===== src/rtl/rotary_cell_pkg.sv =====
// rtl/rotary_cell_pkg.sv - shared states, pump pattern and isolation-valve constants for rotary_cell_ctrl
package rotary_cell_pkg;

    typedef enum logic [2:0] {
        ST_IDLE = 3'd0,
        ST_LOAD = 3'd1,
        ST_MIX  = 3'd2,
        ST_DISP = 3'd3,
        ST_DONE = 3'd4
    } state_e;

    localparam int N_STEPS = 6;

    // Forward peristaltic sequence; one full pump cycle is all six entries.
    localparam logic [2:0] PUMP_PAT [N_STEPS] = '{
        3'b011, 3'b001, 3'b101, 3'b100, 3'b110, 3'b010
    };

    // All three pump valves closed-to-open while the mixer fills.
    localparam logic [2:0] PUMP_LOAD = 3'b111;

    // Isolation valves: [0] inlet side, [1] outlet side.
    localparam logic [1:0] ISO_LOAD = 2'b01;
    localparam logic [1:0] ISO_MIX  = 2'b00;
    localparam logic [1:0] ISO_DISP = 2'b10;

endpackage


===== src/rtl/rotary_pump_seq.sv =====
// rtl/rotary_pump_seq.sv - phase/step/round counters and pump pattern lookup (optional ROTARY_REVERSE_EN)
module rotary_pump_seq #(
    parameter int STEP_CYC = 16
) (
    input  logic       clk,
    input  logic       rst_n,
    input  logic       en,
    input  logic       clr,
    input  logic [7:0] rounds,
    input  logic       reverse,
    output logic [2:0] pump_valve,
    output logic       rounds_done
);
    import rotary_cell_pkg::*;

    localparam int PW = (STEP_CYC > 1) ? $clog2(STEP_CYC) : 1;
    localparam logic [PW-1:0] PH_LAST = PW'(STEP_CYC - 1);

    logic [PW-1:0] phase_q, phase_d;
    logic [2:0]    step_q, step_d;
    logic [7:0]    round_q, round_d;
    logic          phase_last, step_last;

    assign phase_last = (phase_q == PH_LAST);
    assign step_last  = (step_q == 3'd5);

    // Next counter values; pump_valve is looked up from these so the parent can register it.
    always_comb begin
        phase_d = phase_q;
        step_d  = step_q;
        round_d = round_q;
        if (clr) begin
            phase_d = '0;
            step_d  = '0;
            round_d = '0;
        end else if (en) begin
            if (phase_last) begin
                phase_d = '0;
                if (step_last) begin
                    step_d  = '0;
                    round_d = round_q + 8'd1;
                end else begin
                    step_d = step_q + 3'd1;
                end
            end else begin
                phase_d = phase_q + 1'b1;
            end
        end
    end

    // Counter state.
    always_ff @(posedge clk or negedge rst_n) begin
        if (!rst_n) begin
            phase_q <= '0;
            step_q  <= '0;
            round_q <= '0;
        end else begin
            phase_q <= phase_d;
            step_q  <= step_d;
            round_q <= round_d;
        end
    end

    // High during the final cycle of the last requested round.
    assign rounds_done = en & phase_last & step_last & (round_q == rounds - 8'd1);

`ifdef ROTARY_REVERSE_EN
    logic [2:0] step_idx;
    assign step_idx   = (reverse && round_d[0]) ? (3'd5 - step_d) : step_d;
    assign pump_valve = PUMP_PAT[step_idx];
`else
    logic unused_reverse;
    assign unused_reverse = reverse;
    assign pump_valve     = PUMP_PAT[step_d];
`endif

endmodule


===== src/rtl/rotary_cell_ctrl.sv =====
// rtl/rotary_cell_ctrl.sv - LOAD/MIX/DISPENSE sequencer for the rotary mixer cell chip (optional ROTARY_REVERSE_EN)
module rotary_cell_ctrl #(
    parameter int N_IN        = 4,
    parameter int N_TRAPS     = 4,
    parameter int STEP_CYC    = 16,
    parameter int LOAD_CYC    = 64,
    parameter int DISP_ROUNDS = 2
) (
    input  logic                       clk,
    input  logic                       rst_n,
    input  logic                       start,
    input  logic                       abort,
    input  logic [$clog2(N_IN)-1:0]    in_sel,
    input  logic [$clog2(N_TRAPS)-1:0] trap_sel,
    input  logic [7:0]                 mix_rounds,
    output logic                       busy,
    output logic                       done,
    output logic                       err,
    output logic                       aborted,
    output logic [N_IN-1:0]            in_valve,
    output logic [N_TRAPS-1:0]         trap_valve,
    output logic [1:0]                 iso_valve,
    output logic [2:0]                 pump_valve,
    output logic [2:0]                 state
);
    import rotary_cell_pkg::*;

    localparam int IW = $clog2(N_IN);
    localparam int TW = $clog2(N_TRAPS);
    localparam int LW = $clog2(LOAD_CYC + 1);
    localparam logic [LW-1:0] LOAD_LAST = LW'(LOAD_CYC - 1);
    localparam logic [7:0]    DISP_R8   = 8'(DISP_ROUNDS);

    state_e        st_q, st_d;
    logic [IW-1:0] in_q;
    logic [TW-1:0] trap_q;
    logic [7:0]    rounds_q;
    logic [LW-1:0] load_cnt_q, load_cnt_d;

    logic cmd_ok, accept, reject, abort_hit, done_hit;
    logic seq_en, seq_clr, seq_rev, seq_done;
    logic [7:0] seq_rounds;
    logic [2:0] seq_pump;

    logic [IW-1:0]      in_idx_n;
    logic [N_IN-1:0]    in_valve_n;
    logic [N_TRAPS-1:0] trap_valve_n;
    logic [1:0]         iso_valve_n;
    logic [2:0]         pump_valve_n;
    logic               busy_n;

    assign cmd_ok     = (32'(in_sel) < N_IN) && (32'(trap_sel) < N_TRAPS);
    assign seq_en     = (st_q == ST_MIX) || (st_q == ST_DISP);
    assign seq_rounds = (st_q == ST_MIX) ? rounds_q : DISP_R8;
    assign state      = st_q;

`ifdef ROTARY_REVERSE_EN
    assign seq_rev = (st_d == ST_MIX);
`else
    assign seq_rev = 1'b0;
`endif

    rotary_pump_seq #(
        .STEP_CYC (STEP_CYC)
    ) u_pump_seq (
        .clk         (clk),
        .rst_n       (rst_n),
        .en          (seq_en),
        .clr         (seq_clr),
        .rounds      (seq_rounds),
        .reverse     (seq_rev),
        .pump_valve  (seq_pump),
        .rounds_done (seq_done)
    );

    // Next-state: command capture, phase sequencing, abort override.
    always_comb begin
        st_d       = st_q;
        accept     = 1'b0;
        reject     = 1'b0;
        abort_hit  = 1'b0;
        done_hit   = 1'b0;
        seq_clr    = 1'b0;
        load_cnt_d = load_cnt_q;
        case (st_q)
            ST_IDLE: begin
                if (start) begin
                    if (cmd_ok) begin
                        accept     = 1'b1;
                        load_cnt_d = '0;
                        st_d       = ST_LOAD;
                    end else begin
                        reject = 1'b1;
                    end
                end
            end
            ST_LOAD: begin
                if (load_cnt_q == LOAD_LAST) begin
                    seq_clr = 1'b1;
                    st_d    = (rounds_q == 8'd0) ? ST_DISP : ST_MIX;
                end else begin
                    load_cnt_d = load_cnt_q + 1'b1;
                end
            end
            ST_MIX: begin
                if (seq_done) begin
                    seq_clr = 1'b1;
                    st_d    = ST_DISP;
                end
            end
            ST_DISP: begin
                if (seq_done) begin
                    done_hit = 1'b1;
                    st_d     = ST_DONE;
                end
            end
            ST_DONE: st_d = ST_IDLE;
            default: st_d = ST_IDLE;
        endcase
        if (abort && (st_q == ST_LOAD || st_q == ST_MIX || st_q == ST_DISP)) begin
            abort_hit = 1'b1;
            done_hit  = 1'b0;
            seq_clr   = 1'b1;
            st_d      = ST_IDLE;
        end
    end

    // Valve values for the state being entered, so every output comes straight from a flop.
    always_comb begin
        in_idx_n     = accept ? in_sel : in_q;
        in_valve_n   = '0;
        trap_valve_n = '0;
        iso_valve_n  = ISO_MIX;
        pump_valve_n = '0;
        busy_n       = 1'b0;
        case (st_d)
            ST_LOAD: begin
                in_valve_n   = N_IN'(1) << in_idx_n;
                iso_valve_n  = ISO_LOAD;
                pump_valve_n = PUMP_LOAD;
                busy_n       = 1'b1;
            end
            ST_MIX: begin
                iso_valve_n  = ISO_MIX;
                pump_valve_n = seq_pump;
                busy_n       = 1'b1;
            end
            ST_DISP: begin
                trap_valve_n = N_TRAPS'(1) << trap_q;
                iso_valve_n  = ISO_DISP;
                pump_valve_n = seq_pump;
                busy_n       = 1'b1;
            end
            default: ;
        endcase
    end

    // State register and LOAD dwell counter.
    always_ff @(posedge clk or negedge rst_n) begin
        if (!rst_n) begin
            st_q       <= ST_IDLE;
            load_cnt_q <= '0;
        end else begin
            st_q       <= st_d;
            load_cnt_q <= load_cnt_d;
        end
    end

    // Command latch; later changes on the inputs do not disturb a run.
    always_ff @(posedge clk or negedge rst_n) begin
        if (!rst_n) begin
            in_q     <= '0;
            trap_q   <= '0;
            rounds_q <= '0;
        end else if (accept) begin
            in_q     <= in_sel;
            trap_q   <= trap_sel;
            rounds_q <= mix_rounds;
        end
    end

    // Registered outputs.
    always_ff @(posedge clk or negedge rst_n) begin
        if (!rst_n) begin
            busy       <= 1'b0;
            done       <= 1'b0;
            err        <= 1'b0;
            aborted    <= 1'b0;
            in_valve   <= '0;
            trap_valve <= '0;
            iso_valve  <= '0;
            pump_valve <= '0;
        end else begin
            busy       <= busy_n;
            done       <= done_hit;
            err        <= reject;
            aborted    <= abort_hit;
            in_valve   <= in_valve_n;
            trap_valve <= trap_valve_n;
            iso_valve  <= iso_valve_n;
            pump_valve <= pump_valve_n;
        end
    end

endmodule

===== config.mk =====
export PLATFORM = sky130hd
export DESIGN_NAME = rotary_cell_ctrl
export DESIGN_NICKNAME = d
export VERILOG_FILES = /design/src/rtl/rotary_cell_pkg.sv /design/src/rtl/rotary_pump_seq.sv /design/src/rtl/rotary_cell_ctrl.sv
export SDC_FILE = /design/constraint.sdc
export NUM_CORES = 1
export LEC_CHECK = 0
export ABC_AREA = 1
export CORE_MARGIN = 2
export CORE_UTILIZATION = 55
export DETAILED_ROUTE_END_ITERATION = 16
export PLACE_DENSITY_LB_ADDON = 0.1
export SLEW_MARGIN = 20
export SYNTH_ARGS = -nofsm -noshare
export SYNTH_HDL_FRONTEND = slang
export SYNTH_SLANG_ARGS = --single-unit

===== constraint.sdc =====
create_clock -name clk -period 3 [get_ports clk]
set_input_delay 0.3 -clock clk [delete_from_list [all_inputs] [get_ports clk]]
set_output_delay 0.3 -clock clk [all_outputs]
set_load 0.005 [all_outputs]

# Word-level counts from Yosys, hierarchy flattened
# Memories as Yosys holds them, arrays and structs flattened.
# Index checks and enable logic that the tools add are counted.
# totals
romBits	24
n_memories	1
elab_cells	93
reg_bits	53
output_inout_bits	20
# memory_table
memory	depth	width	rd	rd_clocked_by_memory_dff	wr	line	rtl
(no name shown)	8	3	1	0	0	rotary_pump_seq.sv:74	assign pump_valve = PUMP_PAT[step_d];
# classes
shift	2
order_cmp	1
add_sub_neg	5
n_mux	39
n_reduce_logical	14
eq_ne	12
bitwise	4
# ops
cell	n
8-bit two-way mux	5
3-bit two-way mux	11
4-bit two-way mux	5
7-bit two-way mux	2
7-bit one-hot mux with 2 select lines	1
3-bit by 2-bit equality test with 1-bit output, second input constant	4
3-bit one-hot mux with 4 select lines	1
1-bit two-way mux	10
8-bit by 1-bit adder with 8-bit output, second input constant	1
8-bit equality test	1
8-bit zero test	1
2-bit nonzero test	4
1-bit by 2-bit << shifter with 4-bit output, first input constant	2
8-bit by 1-bit subtractor with 8-bit output, second input constant	1
7-bit by 1-bit adder with 7-bit output, second input constant	1
7-bit by 6-bit equality test with 1-bit output, second input constant	1
3-bit by 1-bit equality test with 1-bit output, second input constant	2
3-bit one-hot mux with 2 select lines	1
3-bit AND reduction	2
4-bit by 1-bit adder with 4-bit output, second input constant	1
4-bit equality test, second input constant	1
4-bit >= comparator, second input constant	1
2-bit inequality test, second input constant	2
3-bit NOT with 4-bit output	1
11 further kinds	15

# Longest topological paths before layout
# logic_depth
word_depth	14
ltp_mapped	18
mapped_depth_nobuf	18

# Cells and area by module
# A second synthesis with hierarchy kept.
# unflattened
cells_unflattened	371
hier_area_um2	2857.7
# by_module_without_submodules
module	instances	area_each_um2	cells_each
rotary_cell_ctrl	1	1675.4	191
rotary_pump_seq	1	1182.4	180

# Worst setup path before layout
# No wires, ideal clock.
# synth_timing
path_type	register to register
start	register st_q[0], in the netlist state[0]
end	register pump_valve[0]
synth_period_minus_slack_ns	2.188
t_arrival_ns	2.068
stages_incl_launch_ff	18
path_slack_ns	0.812
path_buffers	0
t_required_ns	2.880
cell_sequence	dfrtp_1 -> inv_2 -> nand3_2 -> nor2_1 -> ha_1 -> inv_1 -> nand2_1 -> nand2_1 -> inv_1 -> o21ai_0 -> nand2_1 -> nand3_1 -> nor3_2 -> nand2_2 -> nand2_2 -> nand3_2 -> nand3_4 -> nand2_1
# synth_between
elab_chain_cells	14
word_cells_on_any_way	34
cone_classes	add/sub (1); eq/ne (7); mux (15); bitwise (4); reduce/logical (6); memory (1)
# synth_rtl
element	line	rtl
start: declaration	rotary_cell_ctrl.sv:34	state_e st_q, st_d;
start signal: assignment	rotary_cell_ctrl.sv:164	st_q <= st_d;
3-bit by 2-bit equality test with 1-bit output, on equally long branches	-	
8-bit two-way mux / 1-bit logical OR (equally long branches)	rotary_cell_ctrl.sv:54, rotary_cell_ctrl.sv:53	
8-bit by 1-bit subtractor with 8-bit output / 1-bit AND (equally long branches)	rotary_pump_seq.sv:65	assign rounds_done = en & phase_last & step_last & (round_q == rounds - 8'd1);
8-bit equality test / 1-bit AND (equally long branches)	rotary_pump_seq.sv:65	
1-bit AND	rotary_pump_seq.sv:65	
1-bit two-way mux	rotary_cell_ctrl.sv:106	if (seq_done) begin
1-bit one-hot mux with 2 select lines	rotary_cell_ctrl.sv:85	case (st_q)
1-bit two-way mux	rotary_cell_ctrl.sv:120	if (abort && (st_q == ST_LOAD || st_q == ST_MIX || st_q == ST_DISP)) begin
3-bit two-way mux	rotary_pump_seq.sv:32	if (clr) begin
3-bit NOT with 4-bit output (implied by the code)	rotary_pump_seq.sv:74	
memory read 8 x 3 bit	-	
3-bit two-way mux (implied by the code) (2 in a row)	rotary_pump_seq.sv:74	
3-bit one-hot mux with 2 select lines (*)	rotary_cell_ctrl.sv:136	case (st_d)
named net pump_valve_n[0]	rotary_cell_ctrl.sv:49	logic [2:0] pump_valve_n;
end signal: assignment	rotary_cell_ctrl.sv:201	pump_valve <= pump_valve_n;
end: declaration	rotary_cell_ctrl.sv:23	output logic [2:0] pump_valve,
# Mark *: on every way through the listed nets, which the timed path passes. The rest lies on a longest branch. The select of a mux whose other input is x is not followed.
# A chain may end at the register's enable or synchronous reset.

# Worst setup path after layout
# layout_timing
start	register st_q[0], in the netlist state[0]
end	register u_pump_seq.phase_q[3]
# layout_between
elab_chain_cells	9
word_cells_on_any_way	18
cone_classes	add/sub (1); eq/ne (4); mux (5); bitwise (3); reduce/logical (5)
# layout_rtl
element	line	rtl
3-bit by 2-bit equality test with 1-bit output, on equally long branches	-	
8-bit two-way mux / 1-bit logical OR (equally long branches)	rotary_cell_ctrl.sv:54, rotary_cell_ctrl.sv:53	
8-bit by 1-bit subtractor with 8-bit output / 1-bit AND (equally long branches)	rotary_pump_seq.sv:65	
8-bit equality test / 1-bit AND (equally long branches)	rotary_pump_seq.sv:65	
1-bit AND	rotary_pump_seq.sv:65	
1-bit two-way mux	rotary_cell_ctrl.sv:106	
1-bit one-hot mux with 2 select lines	rotary_cell_ctrl.sv:85	
1-bit two-way mux	rotary_cell_ctrl.sv:120	
4-bit two-way mux / 2-bit nonzero test (equally long branches)	-	
end signal: assignment	rotary_pump_seq.sv:58	phase_q <= phase_d;
end: declaration	rotary_pump_seq.sv:19	logic [PW-1:0] phase_q, phase_d;
# Several ways; a longest one is shown, not always the timed one.

==> results.py <==
metrics = {
    "sta": {
        "fin_tns_setup_ns": 0,
        "hold_violations": 0,
        "finalClockSkew_ns": 0.00651,
        "period_needed_ns": 2.65,
        "setup_viol": 0,
        "holdWs_ns": 0.471,
        "slew_viol_final": 0,
        "rsz0062_at_grt": "false",
        "clock.fmax_ghz": 0.378,
        "post-route-period-util_pct": 88.2,
    },
    "clock_tree": {
        "clk_latency_ns": 0.31,
        "clkSlewWorstSetupHoldPaths_ns": 0.10,
        "cts_hold_buf": 1,
        "numCtsBuffers": 5,
        "root_buffer": "clkbuf_8",
        "post_cts_buffers": 0,
        "htreeDepth": 2,
        "ctsResizeCount": 0,
        "clkSinkCount": 53,
        "cts_tree": "done",
        "cts.path.max_buffers": 2,
    },
    "detailed_routing": {
        "remaining_drc_errors": 0,
        "drt_first_pass_iters": 5,
        "drt-total-wl_um": 5720,
        "first_iter_violations": 131,
        "vias_per_cell": 5.08,
        "vias": 2341,
        "postRouteAntennaNets": 0,
        "wl_per_cell_um": 12.4,
    },
    "global_routing": {
        "antenna_found_initial": 0,
        "grt_use_total_pct": 22.5,
        "grt_pass1_vias": 2112,
        "grt_max_degree": 34,
        "grt-ovfl-total": 0,
        "grt_pass1_wl_um": 9670,
    },
    "cells_and_area": {
        "area_growth_pct": 19.3,
        "antenna_cells": 0,
        "final_util_pct": 68.9,
        "layout_commonest_cell": "nand2_1",
        "layout_common_cells": "nand2_1, dfrtp_1, inv_1",
        "drive_gt1_share_pct": 9.90,
        "fin_area_um2": 3300,
        "layout.nets": 413,
    },
    "logic_synthesis": {
        "synth-seq-cells": 53,
        "syn_nets": 373,
        "syn_area_per_cell_um2": 7.82,
        "synthCells": 353,
        "synth_area_um2": 2760,
        "yosysUniqueCellTypes": 34,
        "synth_warnings": 0,
        "yosysSeqAreaShare_pct": 48.0,
        "dominantRegCellSynth": "dfrtp_1",
        "synth-async-reset-ratio_pct": 100,
        "synth_edf_count": 0,
    },
    "placed_design": {
        "port_buffers": 34,
        "dp_hpwl_um": 4360,
        "placed_cell_area_um2": 3170,
        "routabilityCongestion": 0.907,
    },
    "floorplanning": {
        "dieWidth_um": 74.9,
        "die_y_um": 74.9,
        "io_pins": 36,
        "row_count": 25,
        "die-area_um2": 5600,
        "core_region_area_um2": 4790,
        "start_util_pct": 57.7,
    },
    "min_path": {
        "worstHoldPathType": "input pin to asynchronous set/reset pin",
    },
    "power_and_ir_drop": {
        "clock_power_share_pct": 22.6,
        "power.leakage_nw": 1.58,
        "ir_worst_vdd_mv": 0.508,
        "p_comb_share_pct": 32.3,
        "p_seq_share_pct": 45.1,
        "power_switching_uw": 790,
        "swShare_pct": 35.4,
        "power.density_nw_per_um2": 678,
        "internal_power_mw": 1.44,
    },
    "job": {
        "max-cap-violations": 0,
    },
    "worst_setup_path": {
        "worstPathArrival_ns": 2.85,
        "endpoint_kind": "register",
        "cp_max_fo": 13,
        "required_ns": 3.21,
        "critical_path_class": "register to register",
        "startpoint_type": "register",
    },
    "outcome": {
        "status": "completed",
    },
}
-- layer usage --
metal / routed length (um) / vias to the layer above / GRT usage, %
li1: - / 1199 / -
met2: 2690 / 50 / 36.6
met4: 63 / 0 / 5.16
met1: 2670 / 1084 / 30.9
met5: 0 / - / 0
met3: 300 / 8 / 5.22
-- logic make-up after synthesis --
kind of cell / after synthesis / synth area share, %
simple gates: 199 / 33.4
xor+xnor: 5 / 1.59
fa+ha+maj: 4 / 1.81
buf+inv: 55 / 8.02
flops: 53 / 48.0
other cells: 1 / 0.136
compound gates: 36 / 6.98
-- synth_stat cells (all sizes together) (4+ instances only) --
master,count,area [um2]
nand2,96,378
buf,4,30.0
inv,49,184
o21ai,22,110
ha,4,50.1
xor2,5,43.8
nor2,49,214
a21oi,11,58.8
dfrtp,53,1330
nand4,7,43.8
nand3,28,168
nor3,8,45.0
-- per-stage QoR --
stage,setup slack (ns),power (mW),std cells
after floorplan,0.812,1.44,353
after global placement,0.575,1.73,452
after detailed placement,0.400,1.74,452
after CTS,0.343,2.25,461
after global routing,0.0608,2.41,461
final,0.353,2.23,461
-- power by group through the flow --
stage                     registers (mW)  logic [mW]  clock network (mW)
after floorplan                     1.00       0.439                   0
after global placement              1.02       0.714                   0
after detailed placement            1.02       0.723                   0
after CTS                           1.01       0.730               0.513
after global routing                1.03       0.824               0.554
final                               1.01       0.722               0.505
-- critical path, stage by stage, from the launching register on --
cell     delay [ns]
dfrtp_1        0.45
inv_2          0.16
nand3_2        0.17
nor2_1         0.15
ha_1           0.20
inv_1          0.06
nand2_1        0.05
nand2_1        0.07
inv_1          0.05
o21ai_0        0.08
nand2_1        0.07
nand3_1        0.09
nor3_2         0.23
nand3_2        0.20
nand2_2        0.26
nor2_1         0.09
nand3_1        0.09
o21ai_1        0.07
-- final timing paths --
kind	cells past startpoint	end	slack, ns	startpoint
setup / recovery	17	u_pump_seq.phase_q[3]	0.35	state[0]
hold / removal	2	u_pump_seq.round_q[1]	0.47	rst_n
setup reg to reg	17	u_pump_seq.phase_q[3]	0.35	state[0]
hold reg to reg	1	load_cnt_q[2]	0.50	load_cnt_q[2]
max in group asynchronous	3	pump_valve[1]	1.74	rst_n
min in group clk	1	load_cnt_q[2]	0.50	load_cnt_q[2]
-- state kept, by name (all words and copies together), names as in the netlist, 4 cells and up --
signal / flops
load_cnt_q: 7
trap_valve: 4
u_pump_seq.round_q: 8
in_valve: 4
rounds_q: 8
u_pump_seq.phase_q: 4
-- layout make-up --
type | instances | area, um2
fillers | 406 | 1490
inverters | 50 | 188
multi-input cells | 245 | 1210
clock buffers | 5 | 68.8
repair buffers | 38 | 368
flip-flops and latches | 53 | 1330
clock inverters | 3 | 47.5
well taps | 67 | 83.8
No activity file was read; power rests on OpenSTA's default activity.
